[src/rtl/iic_bus_arbiter.sv]
`default_nettype none
// +--------------------------------------------------------------------------+
// | Module   : iic_bus_arbiter                                               |
// | Purpose  : Round-robin arbiter that shares one IIC_Driver write port     |
// |            among NUM_REQ command sources. It grants one source per       |
// |            transfer, forwards the latched 24-bit command                 |
// |            {slave, reg, data} and returns a done or timeout_err pulse    |
// |            to the owner.                                                 |
// | Ports    : sys_clk, rst_n            clock, async active-low reset       |
// |            req[NUM_REQ]              level requests from the sources     |
// |            req_data[24*NUM_REQ]      packed commands, source i at        |
// |                                      [24*i+23 : 24*i]                    |
// |            grant[NUM_REQ]            one-hot current bus owner           |
// |            done / timeout_err        one-cycle pulses to the owner       |
// |            iic_write_req/_data       level request + command to driver   |
// |            iic_write_done            driver completion pulse             |
// | Revision : 1.0  initial release                                          |
// +--------------------------------------------------------------------------+
module iic_bus_arbiter #(
   parameter int NUM_REQ = 4,
   parameter int TIMEOUT = 5_000_000
) (
   input  logic                   sys_clk,
   input  logic                   rst_n,
   input  logic [NUM_REQ-1:0]     req,
   input  logic [24*NUM_REQ-1:0]  req_data,
   output logic [NUM_REQ-1:0]     grant,
   output logic [NUM_REQ-1:0]     done,
   output logic [NUM_REQ-1:0]     timeout_err,
   output logic                   iic_write_req,
   output logic [23:0]            iic_write_data,
   input  logic                   iic_write_done
);

   localparam int CW = $clog2(TIMEOUT + 1);
   localparam int LW = (NUM_REQ > 1) ? $clog2(NUM_REQ) : 1;
   localparam logic [CW-1:0] C_CNT_LAST  = CW'(TIMEOUT - 1);
   localparam logic [LW-1:0] C_LAST_INIT = LW'(NUM_REQ - 1);
   localparam logic [LW:0]   C_NUM_REQ   = (LW+1)'(NUM_REQ);

   typedef enum logic [1:0] {
      S_IDLE      = 2'd0,
      S_WAIT_DONE = 2'd1,
      S_RELEASE   = 2'd2
   } state_t;

   state_t               state_q, state_d;
   logic [NUM_REQ-1:0]   grant_q, grant_d;
   logic [NUM_REQ-1:0]   done_q, done_d;
   logic [NUM_REQ-1:0]   terr_q, terr_d;
   logic                 wreq_q, wreq_d;
   logic [23:0]          wdata_q, wdata_d;
   logic [CW-1:0]        cnt_q, cnt_d;
   logic [LW-1:0]        last_q, last_d;

   logic [23:0]          w_cmd [NUM_REQ];
   logic                 w_found;
   logic [LW-1:0]        w_sel;
   logic [NUM_REQ-1:0]   w_sel_oh;

   generate
      for (genvar gi = 0; gi < NUM_REQ; gi++) begin : g_unpack
         assign w_cmd[gi] = req_data[24*gi +: 24];
      end
   endgenerate

   // Round-robin pick: scan last_grant+1, last_grant+2, ... wrapping modulo
   // NUM_REQ. The candidate sum is one bit wider so the wrap is a plain
   // subtract; last_q + NUM_REQ never exceeds 2*NUM_REQ-1.
   always_comb begin : p_arb
      logic [LW:0] cand;
      w_found = 1'b0;
      w_sel   = last_q;
      cand    = '0;
      for (int k = 1; k <= NUM_REQ; k++) begin
         cand = {1'b0, last_q} + (LW+1)'(k);
         if (cand >= C_NUM_REQ) begin
            cand = cand - C_NUM_REQ;
         end
         if (!w_found && req[cand[LW-1:0]]) begin
            w_found = 1'b1;
            w_sel   = cand[LW-1:0];
         end
      end
   end

   assign w_sel_oh = {{(NUM_REQ-1){1'b0}}, 1'b1} << w_sel;

   always_comb begin
      state_d = state_q;
      grant_d = grant_q;
      done_d  = '0;
      terr_d  = '0;
      wreq_d  = wreq_q;
      wdata_d = wdata_q;
      cnt_d   = cnt_q;
      last_d  = last_q;
      case (state_q)
         S_IDLE: begin
            if (w_found) begin
               grant_d = w_sel_oh;
               last_d  = w_sel;
               wdata_d = w_cmd[w_sel];
               wreq_d  = 1'b1;
               cnt_d   = '0;
               state_d = S_WAIT_DONE;
            end
         end
         S_WAIT_DONE: begin
            cnt_d = cnt_q + CW'(1);
            // grant_q is one-hot on last_grant, so it is the pulse pattern.
            // Completion is checked first so it wins over a coincident timeout.
            if (iic_write_done) begin
               done_d  = grant_q;
               grant_d = '0;
               wreq_d  = 1'b0;
               state_d = S_RELEASE;
            end else if (cnt_q == C_CNT_LAST) begin
               terr_d  = grant_q;
               grant_d = '0;
               wreq_d  = 1'b0;
               state_d = S_RELEASE;
            end
         end
         S_RELEASE: begin
            state_d = S_IDLE;
         end
         default: begin
            state_d = S_IDLE;
         end
      endcase
   end

   always_ff @(posedge sys_clk or negedge rst_n) begin
      if (!rst_n) begin
         state_q <= S_IDLE;
         grant_q <= '0;
         done_q  <= '0;
         terr_q  <= '0;
         wreq_q  <= 1'b0;
         wdata_q <= '0;
         cnt_q   <= '0;
         last_q  <= C_LAST_INIT;
      end else begin
         state_q <= state_d;
         grant_q <= grant_d;
         done_q  <= done_d;
         terr_q  <= terr_d;
         wreq_q  <= wreq_d;
         wdata_q <= wdata_d;
         cnt_q   <= cnt_d;
         last_q  <= last_d;
      end
   end

   assign grant          = grant_q;
   assign done           = done_q;
   assign timeout_err    = terr_q;
   assign iic_write_req  = wreq_q;
   assign iic_write_data = wdata_q;

endmodule
`default_nettype wire
[config.mk]
export PLATFORM = sky130hd
export DESIGN_NAME = iic_bus_arbiter
export DESIGN_NICKNAME = d
export VERILOG_FILES = /design/src/rtl/iic_bus_arbiter.sv
export SDC_FILE = /design/constraint.sdc
export NUM_CORES = 1
export LEC_CHECK = 0
export ABC_CLOCK_PERIOD_IN_PS = 2400
export BUFFER_PORTS_ARGS = -buffer_cell sky130_fd_sc_hd__buf_2
export CAP_MARGIN = 20
export CORE_MARGIN = 1.5
export CORE_UTILIZATION = 35
export CTS_CLUSTER_DIAMETER = 80
export CTS_CLUSTER_SIZE = 25
export DETAILED_ROUTE_END_ITERATION = 10
export HOLD_SLACK_MARGIN = 0.03
export PLACE_DENSITY = 0.68
export RECOVER_POWER = 100
export SLEW_MARGIN = 20
export SYNTH_ARGS = -nofsm -noshare
export SYNTH_HDL_FRONTEND = slang
export SYNTH_SLANG_ARGS = --single-unit
[constraint.sdc]
create_clock -name sys_clk -period 2.4 [get_ports sys_clk]
set_clock_uncertainty 0.1 [all_clocks]
set_input_delay 0.24 -clock sys_clk [delete_from_list [all_inputs] [get_ports sys_clk]]
set_output_delay 0.24 -clock sys_clk [all_outputs]
set_load 0.1 [all_outputs]
After elaboration in Yosys (flattened, before gate mapping)
Index checks and enable logic that the tools add are counted.

Output and inout port bits: 37. Input bits: 103. Register bits: 64. Word-level logic and storage cells: 86.

Bitwise logic cells: 1. Shift operators: 1. Muxes and demuxes: 42. Magnitude comparators: 9. Add/sub/neg operators: 9. Eq/ne operators: 4. Reductions and logical operators: 12.

Operators with widths (number): $bmux 24 s2 (1); $mux 24 (2); $pmux 23 s2 (1); $mux 4 (8); $add 23x1->23 const B (1); $eq 23x23->1 const B (1); $mux 23 (1); $mux 2 (11); $ge 3x3->1 const B (5); $lt 2x3->1 const B (4); $mux 1 (11); $bmux 1 s2 (4); $pmux 4 s2 (1); $sub 2x1->2 const B (4); $add 2x2->3 const B (2); $reduce_and 2->1 (3); $pmux 2 s2 (1); $shl 1x2->4 const A (1); $add 2x1->3 const B (1); $add 2x3->3 const B (1); $logic_and 1x1->1 (3); $logic_not 1->1 (3); $ne 3x3->1 const B (1); $not 2->3 (1); other kinds (6) (6).

Longest topological paths before layout
Gate-level depths: netlist of the first run.

Word-level depth: 19. Gate-level depth with buffers: 7. Depth with buffers taken out: 6.

Least setup slack after synthesis of the first run
Ideal clock, no wire load.

Path type: reg-to-reg. From: register last_q[1]. To: register wdata_q[10] (netlist: iic_write_data[10]). Data arrival time: 2.180 ns. Required time: 2.174 ns. Path slack: -0.006 ns. Buffers on the path: 1. Stages on the path, launching flop included: 7. Path through: dfstp_2 nand2b_1 a21oi_1 nor3_2 buf_2 mux2_2 a221o_1.

Cells in the longest elaborated chain, start to end: 19. Elaborated cells between the ends (all ways): 43. Those cells by class: add/sub: 8; order compare: 4; mux: 23; bitwise: 1; reduce/logical: 7.

Ends and longest elaborated chain: start, declared (line 54) `logic [LW-1:0] last_q, last_d;`; start signal, assigned (line 152) `last_q <= last_d;`; $add 2x1->3 (line 76) `cand = {1'b0, last_q} + (LW+1)'(k);`; $ge 3x3->1 or $sub 2x1->2 (tied branches) (line 77, 78); $mux 2 (line 77) `if (cand >= C_NUM_REQ) begin`; $bmux 1 s2 (line 80) `if (!w_found && req[cand[LW-1:0]]) begin`; $mux 1 (implied by the code) (line 80); $mux 1 (line 80); $logic_not 1->1 (line 80); $logic_and 1x1->1 (line 80); (+2 left out); $logic_and 1x1->1 (line 80); $mux 1 (line 80); $logic_not 1->1 (line 80); $logic_and 1x1->1 (line 80); $mux 2 (line 80); $not 2->3 (implied by the code) (line 103) `wdata_d = w_cmd[w_sel];`; $bmux 24 s2 (line 103); $mux 24 (implied by the code) (2 in a row) (line 103); end signal, assigned (line 150) `wdata_q <= wdata_d;`; end, declared (line 52) `logic [23:0] wdata_q, wdata_d;`.

Parallel ways exist; a longest one is shown, timed or not. The select of a mux whose other input is x is not followed. A chain may end at the register's enable or synchronous reset.

Worst setup path in the final report of the first run
From: register cnt_q[0]. To: register cnt_q[22].

Cells in the longest elaborated chain, start to end: 2.

Ends and longest elaborated chain: start, declared (line 53) `logic [CW-1:0] cnt_q, cnt_d;`; start signal, assigned (line 151) `cnt_q <= cnt_d;`; $add 23x1->23 (line 110) `cnt_d = cnt_q + CW'(1);`; $pmux 23 s2 (line 98) `case (state_q)`.

No other way between the ends.

==> flow_summary.ini, run 1 <==
[floorplanning]
die-area_sq_um = 11000
start_util_pct = 36.6
rows = 36
coreArea_sq_um = 9910
die_w_um = 105
die_height_um = 105
io_pins = 140

[yosys]
synth_cell_types = 47
async_flop_share_pct = 100
syn_nets = 475
ys_seq_area_share_pct = 44.3
synth_area_per_cell_sq_um = 9.77
synth_warnings = 0
synth_edf_count = 0
synth_area_sq_um = 3620
synthCells = 371
synth_top_flop_cell = dfrtp_1
yosys_register_bits = 64

[sta]
holdWs_ns = 0.109
fmax_ghz = 0.438
fin_crit_ns = 2.29
finalMaxSlewViolations = 0
fin_crit_sh_pct = 95.2
setup_viol_count_final = 0
finalWorstSetupSlack_ns = 0.115
fin_tns_setup_ns = 0
grt_setup_unrepaired = no
tightest_slew_ns = 1.39
slew_headroom_pct = 7.47
hold_viol = 0

[drt]
detail-route-antenna-nets = 0
wire_per_inst_um = 16.4
drtPass1Iterations = 6
drt_iter0_markers = 208
routed_wl_mm = 10.7
vias_per_cell = 5.55
drcViolationCount = 0
dr_total_vias = 3604

[worst_setup_path]
path_max_fanout = 6
r2r_slack_ns = 0.11
crit_arrival_ns = 2.41
timing.rr.start = cnt_q[0]$_DFFE_PN0P_
rr_worst_depth = 6
critPathLaunchType = register
cp-end-kind = register
required_ns = 2.52
r2r_end = cnt_q[22]$_DFFE_PN0P_
critPathKind = register to register

[global_route]
grt_max_degree = 41
grtUsageTotal_pct = 19.7
grt_pass1_vias = 3616
grt_first_pass_wirelength_mm = 17.3
antenna_found_initial = 1
grt_overflow = 0

[hold_path]
hp-class = primary input to register
holdPathEnd = done[1]$_DFF_PN0_
hold_start = iic_write_done
min_path_cells = 2

[cts]
cts_made_buffers = 9
cts_max_level = 3
cts-root-buf = clkbuf_8
cts_buffer_depth = 2
clock-sinks = 64
cts_tree = done
postCtsSetupRepairBufs = 0
clk_pin_slew_ns = 0.07
clkLatencyLatePin_ns = 0.35

[pwr]
p_per_area_nw_per_um2 = 1420
power.total_mw = 6.75
p_clk_share_pct = 16.4
combPwrFrac_pct = 59.6
switching_power_mw = 3.63
switching_share_pct = 53.8
p_leak_nw = 2.10
p_int_mw = 3.12
seqPwrFrac_pct = 24.0
peakVddDrop_uv = 979

[placed_design]
dp_cells = 631
gp_congestion = 0.836
placed_area_sq_um = 4580
port_buffers = 139
post-place-ws_ns = 0.148
dpl.hpwl_mm = 7.72

[final_layout]
final_area_sq_um = 4760
nets = 614
area_delta_synth_final_pct = 31.2
drive_gt1_share_pct = 31.3
final_cells = 649
final_util_pct = 48.0

[run_status]
status = finished, final reports clean

[flow_run]
maxCapViolCount = 0
[sequential cells by signal (all words and copies together), names as in the netlist]
signal	flops
iic_write_data	24
cnt_q	23
done	4
grant	4
timeout_err	4
last_q	2
state_q	2
iic_write_req	1
[cell usage after synthesis, types with 5 or more instances]
cell type  count  area (sq um)
dfrtp_1       62          1550
nand3_1        6          30.0
a221o_1       24           240
inv_1          8          30.0
a21oi_1       31           155
nor2_1        10          37.5
mux2_2        21           236
and2_1         5          31.3
o31ai_1       29           218
and3_1         5          31.3
o21ai_0       21           105
nand2_1       21          78.8
clkbuf_1      28           105
nand4_1       32           200
a31oi_1        6          37.5
[critical path: stages, from the launching register on]
cell     delay [ns]
dfrtp_1        0.42
ha_1           0.21
inv_1          0.09
or2_1          0.27
or3_1          0.40
or4_1          0.53
mux2i_1        0.14
[power by group through the flow]
stage          Clock (mW)  Combinational [mW]  Sequential, mW
2_1_floorplan           0                1.54            3.23
3_3_place_gp            0                4.07            1.63
3_5_place_dp            0                4.13            1.62
4_1_cts              1.13                4.12            1.62
5_1_grt              1.19                4.25            1.66
6_report             1.11                4.02            1.62
[cells in the final DEF, fill, tap and decap left out, drive strengths merged, types with 6 or more instances in the layout]
master / instances
nor3: 6
a21oi: 31
a221o: 24
o21ai: 21
clkbuf: 53
nand2: 21
inv: 8
buf: 115
a31oi: 6
nor2: 10
nand4: 33
dfrtp: 62
mux2: 24
nand3: 6
o31ai: 29
[final cells by class]
class	count	area, sq um
sequential	64	1600
fill	1005	5150
tap	133	166
clock inverter	6	108
antenna	1	2.50
inverter	8	30.0
clock buffer	10	128
multi-input combinational	268	1880
timing repair buffer	159	838
[per-layer routing]
| layer | vias to the layer above | wire, um | track usage, % | share of wire [%] |
|---|---|---|---|---|
| met4 | 0 | 195 | 8.81 | 1.8 |
| met1 | 1681 | 4500 | 24.4 | 42 |
| met3 | 16 | 833 | 4.80 | 7.8 |
| met5 | - | 0 | 0 | 0 |
| li1 | 1743 | - | - | - |
| met2 | 164 | 5140 | 32.4 | 48 |
[logic make-up (layout without fill, tap and decap cells)]
logic type / count (synthesis) / after routing / share of synthesized area, %
AOI/OAI and AO/OA: 133 / 133 / 25.8
xor gates and xnor gates: 2 / 2 / 0.484
adders and majority gates: 1 / 1 / 0.345
buffers and inverters: 39 / 183 / 4.14
DFF: 64 / 64 / 44.3
muxes: 26 / 26 / 8.01
other: 0 / 1 / 0
and+or+nand+nor: 106 / 106 / 16.9
[what timing repair did]
item	4_1_cts	5_1_grt
setup endpoints to repair	0	0
hold endpoints to repair	24	0
hold buffers	1	0
resized for setup	0	0
[worst max-delay path by stage]
stage                                from                             end  slack, ns
CTS                  cnt_q[0]$_DFFE_PN0P_           cnt_q[22]$_DFFE_PN0P_       0.13
global placement     cnt_q[0]$_DFFE_PN0P_           cnt_q[22]$_DFFE_PN0P_       0.19
global route         cnt_q[2]$_DFFE_PN0P_           cnt_q[22]$_DFFE_PN0P_       0.01
finish               cnt_q[0]$_DFFE_PN0P_           cnt_q[22]$_DFFE_PN0P_       0.11
floorplan           last_q[1]$_DFFE_PN1P_  iic_write_data[10]$_DFFE_PN0P_       0.09
detailed placement   cnt_q[0]$_DFFE_PN0P_           cnt_q[22]$_DFFE_PN0P_       0.15
Note: power is estimated with default switching activity, not from simulation.
==> run 2, diff against run 1 <==
Settings changed: CORE_ASPECT_RATIO from default to 1.75.
==> flow_summary.ini, run 2 (same netlist as run 1, synthesis figures left out) <==
[run_status]
status = finished, violations left
violations = capacitance limit, slew limit

[global_route]
grtUsageTotal_pct = 20.5
antenna_found_initial = 0
grt_overflow = 0
grt_pass1_vias = 3579
grt_max_degree = 40
grt_first_pass_wirelength_mm = 17.4

[flow_run]
maxCapViolCount = 1

[cts]
cts_max_level = 3
cts_made_buffers = 9
cts_tree = done
ctsResizeCount = 0
postCtsSetupRepairBufs = 0
cts_buffer_depth = 2
clock-sinks = 64
cts-root-buf = clkbuf_16
clk_pin_slew_ns = 0.05
clkLatencyLatePin_ns = 0.33
ctsHoldBuffers = 1

[sta]
slew_headroom_pct = -1.84
setup_viol_count_final = 0
finalWorstSetupSlack_ns = 0.135
tightest_slew_ns = 1.53
fmax_ghz = 0.442
fin_crit_ns = 2.27
hold_viol = 0
fin_crit_sh_pct = 94.4
fin_tns_setup_ns = 0
finalMaxSlewViolations = 26
grt_setup_unrepaired = no

[worst_setup_path]
slowest_delay_ns = 0.52
cp_slowest_cell = or4_4
r2r_slack_ns = 0.13
worstPathCellList = ha_1 -> inv_1 -> or2_0 -> or3_1 -> or4_4 -> mux2i_1
critPathKind = register to register
critPathLaunchType = register
crit_arrival_ns = 2.38
r2r_end = cnt_q[22]$_DFFE_PN0P_
cp-end-kind = register
required_ns = 2.52
timing.rr.start = cnt_q[0]$_DFFE_PN0P_
crit_buf_inv = 1
critPathTopFamily = simple AND/OR/NAND/NOR gates
path_max_fanout = 6
rr_worst_depth = 6

[drt]
drt_iter0_markers = 238
dr_total_vias = 3745
routed_wl_mm = 11.1
drtPass1Iterations = 4
drcViolationCount = 0
wire_per_inst_um = 17.2
detail-route-antenna-nets = 0
vias_per_cell = 5.82

[final_layout]
area_delta_synth_final_pct = 31.5
n_antenna_cell = 0
nets = 617
final_common_cell = buf_2
final_cell_mix = buf_2, dfrtp_1, clkbuf_1
final_util_pct = 46.8
largest_reg_flops = 24
drive_gt1_share_pct = 31.1

[pwr]
p_per_area_nw_per_um2 = 1440
seqPwrFrac_pct = 23.7
p_int_mw = 3.16
combPwrFrac_pct = 58.9
peakVddDrop_uv = 884
p_leak_nw = 2.12
switching_share_pct = 53.8
switching_power_mw = 3.68
p_clk_share_pct = 17.4

[floorplanning]
die-area_sq_um = 11000
start_util_pct = 35.6
coreArea_sq_um = 10200
rows = 49
die_height_um = 138
die_w_um = 79.9
io_pins = 140

[placed_design]
gp_congestion = 0.846
port_buffers = 139
dpl.hpwl_mm = 7.92
post-place-ws_ns = 0.157

[hold_path]
hp-class = primary input to register
holdPathEnd = done[0]$_DFF_PN0_
min_path_cells = 2
hold_start = iic_write_done
-- run 2: cell types whose count changed in the layout (fill, tap and decap cells not counted), sizes merged --
| cell | change |
|---|---|
| buf | +3 |
| bufinv | -3 |
| clkbuf | +4 |
| clkinv | -1 |
| clkinvlp | -1 |
| diode | -1 |
-- run 2: layout make-up --
type,instances,area (sq um)
repair buffers,162,821
clock inverters,1,5.00
flip-flops and latches,64,1600
inverters,8,30.0
clock buffers,14,264
multi-input cells,268,1880
well taps,127,159
fillers,1028,5410
-- run 2: routing by layer --
metal | vias up | track usage, % | wire length (um)
met2 | 165 | 34.1 | 5840
li1 | 1746 | - | -
met5 | - | 0 | 0
met1 | 1812 | 24.8 | 4320
met3 | 22 | 5.03 | 681
met4 | 0 | 9.10 | 221
-- run 2: worst register-to-register path, stage by stage (launching register included) --
cell	delay, ns
dfrtp_1	0.41
ha_1	0.21
inv_1	0.09
or2_0	0.28
or3_1	0.41
or4_4	0.52
mux2i_1	0.13
-- run 2: worst max-delay path by stage --
stage | startpoint | endpoint | slack, ns | depth (start not counted)
floorplan | last_q[1]$_DFFE_PN1P_ | iic_write_data[10]$_DFFE_PN0P_ | 0.09 | 6
global placement | cnt_q[0]$_DFFE_PN0P_ | cnt_q[22]$_DFFE_PN0P_ | 0.19 | 6
detailed placement | cnt_q[0]$_DFFE_PN0P_ | cnt_q[22]$_DFFE_PN0P_ | 0.16 | 6
CTS | cnt_q[0]$_DFFE_PN0P_ | cnt_q[22]$_DFFE_PN0P_ | 0.15 | 6
global route | cnt_q[0]$_DFFE_PN0P_ | cnt_q[20]$_DFFE_PN0P_ | 0.03 | 7
finish | cnt_q[0]$_DFFE_PN0P_ | cnt_q[22]$_DFFE_PN0P_ | 0.13 | 6
-- run 2: power groups by stage --
stage	logic (mW)	registers, mW	clock network, mW
2_1_floorplan	1.54	3.23	0
3_3_place_gp	4.08	1.62	0
3_5_place_dp	4.15	1.61	0
4_1_cts	4.15	1.61	1.22
5_1_grt	4.28	1.66	1.26
6_report	4.03	1.62	1.19
-- run 2: stage by stage --
step	power (mW)	instance area (sq um)	instances	hold slack, ns
floorplan	4.77	3630	371	-0.156
global placement	5.70	4570	628	0.181
detailed placement	5.76	4570	628	0.198
CTS	6.98	4840	644	0.115
global route	7.20	4760	644	0.125
finish	6.84	4760	644	0.121
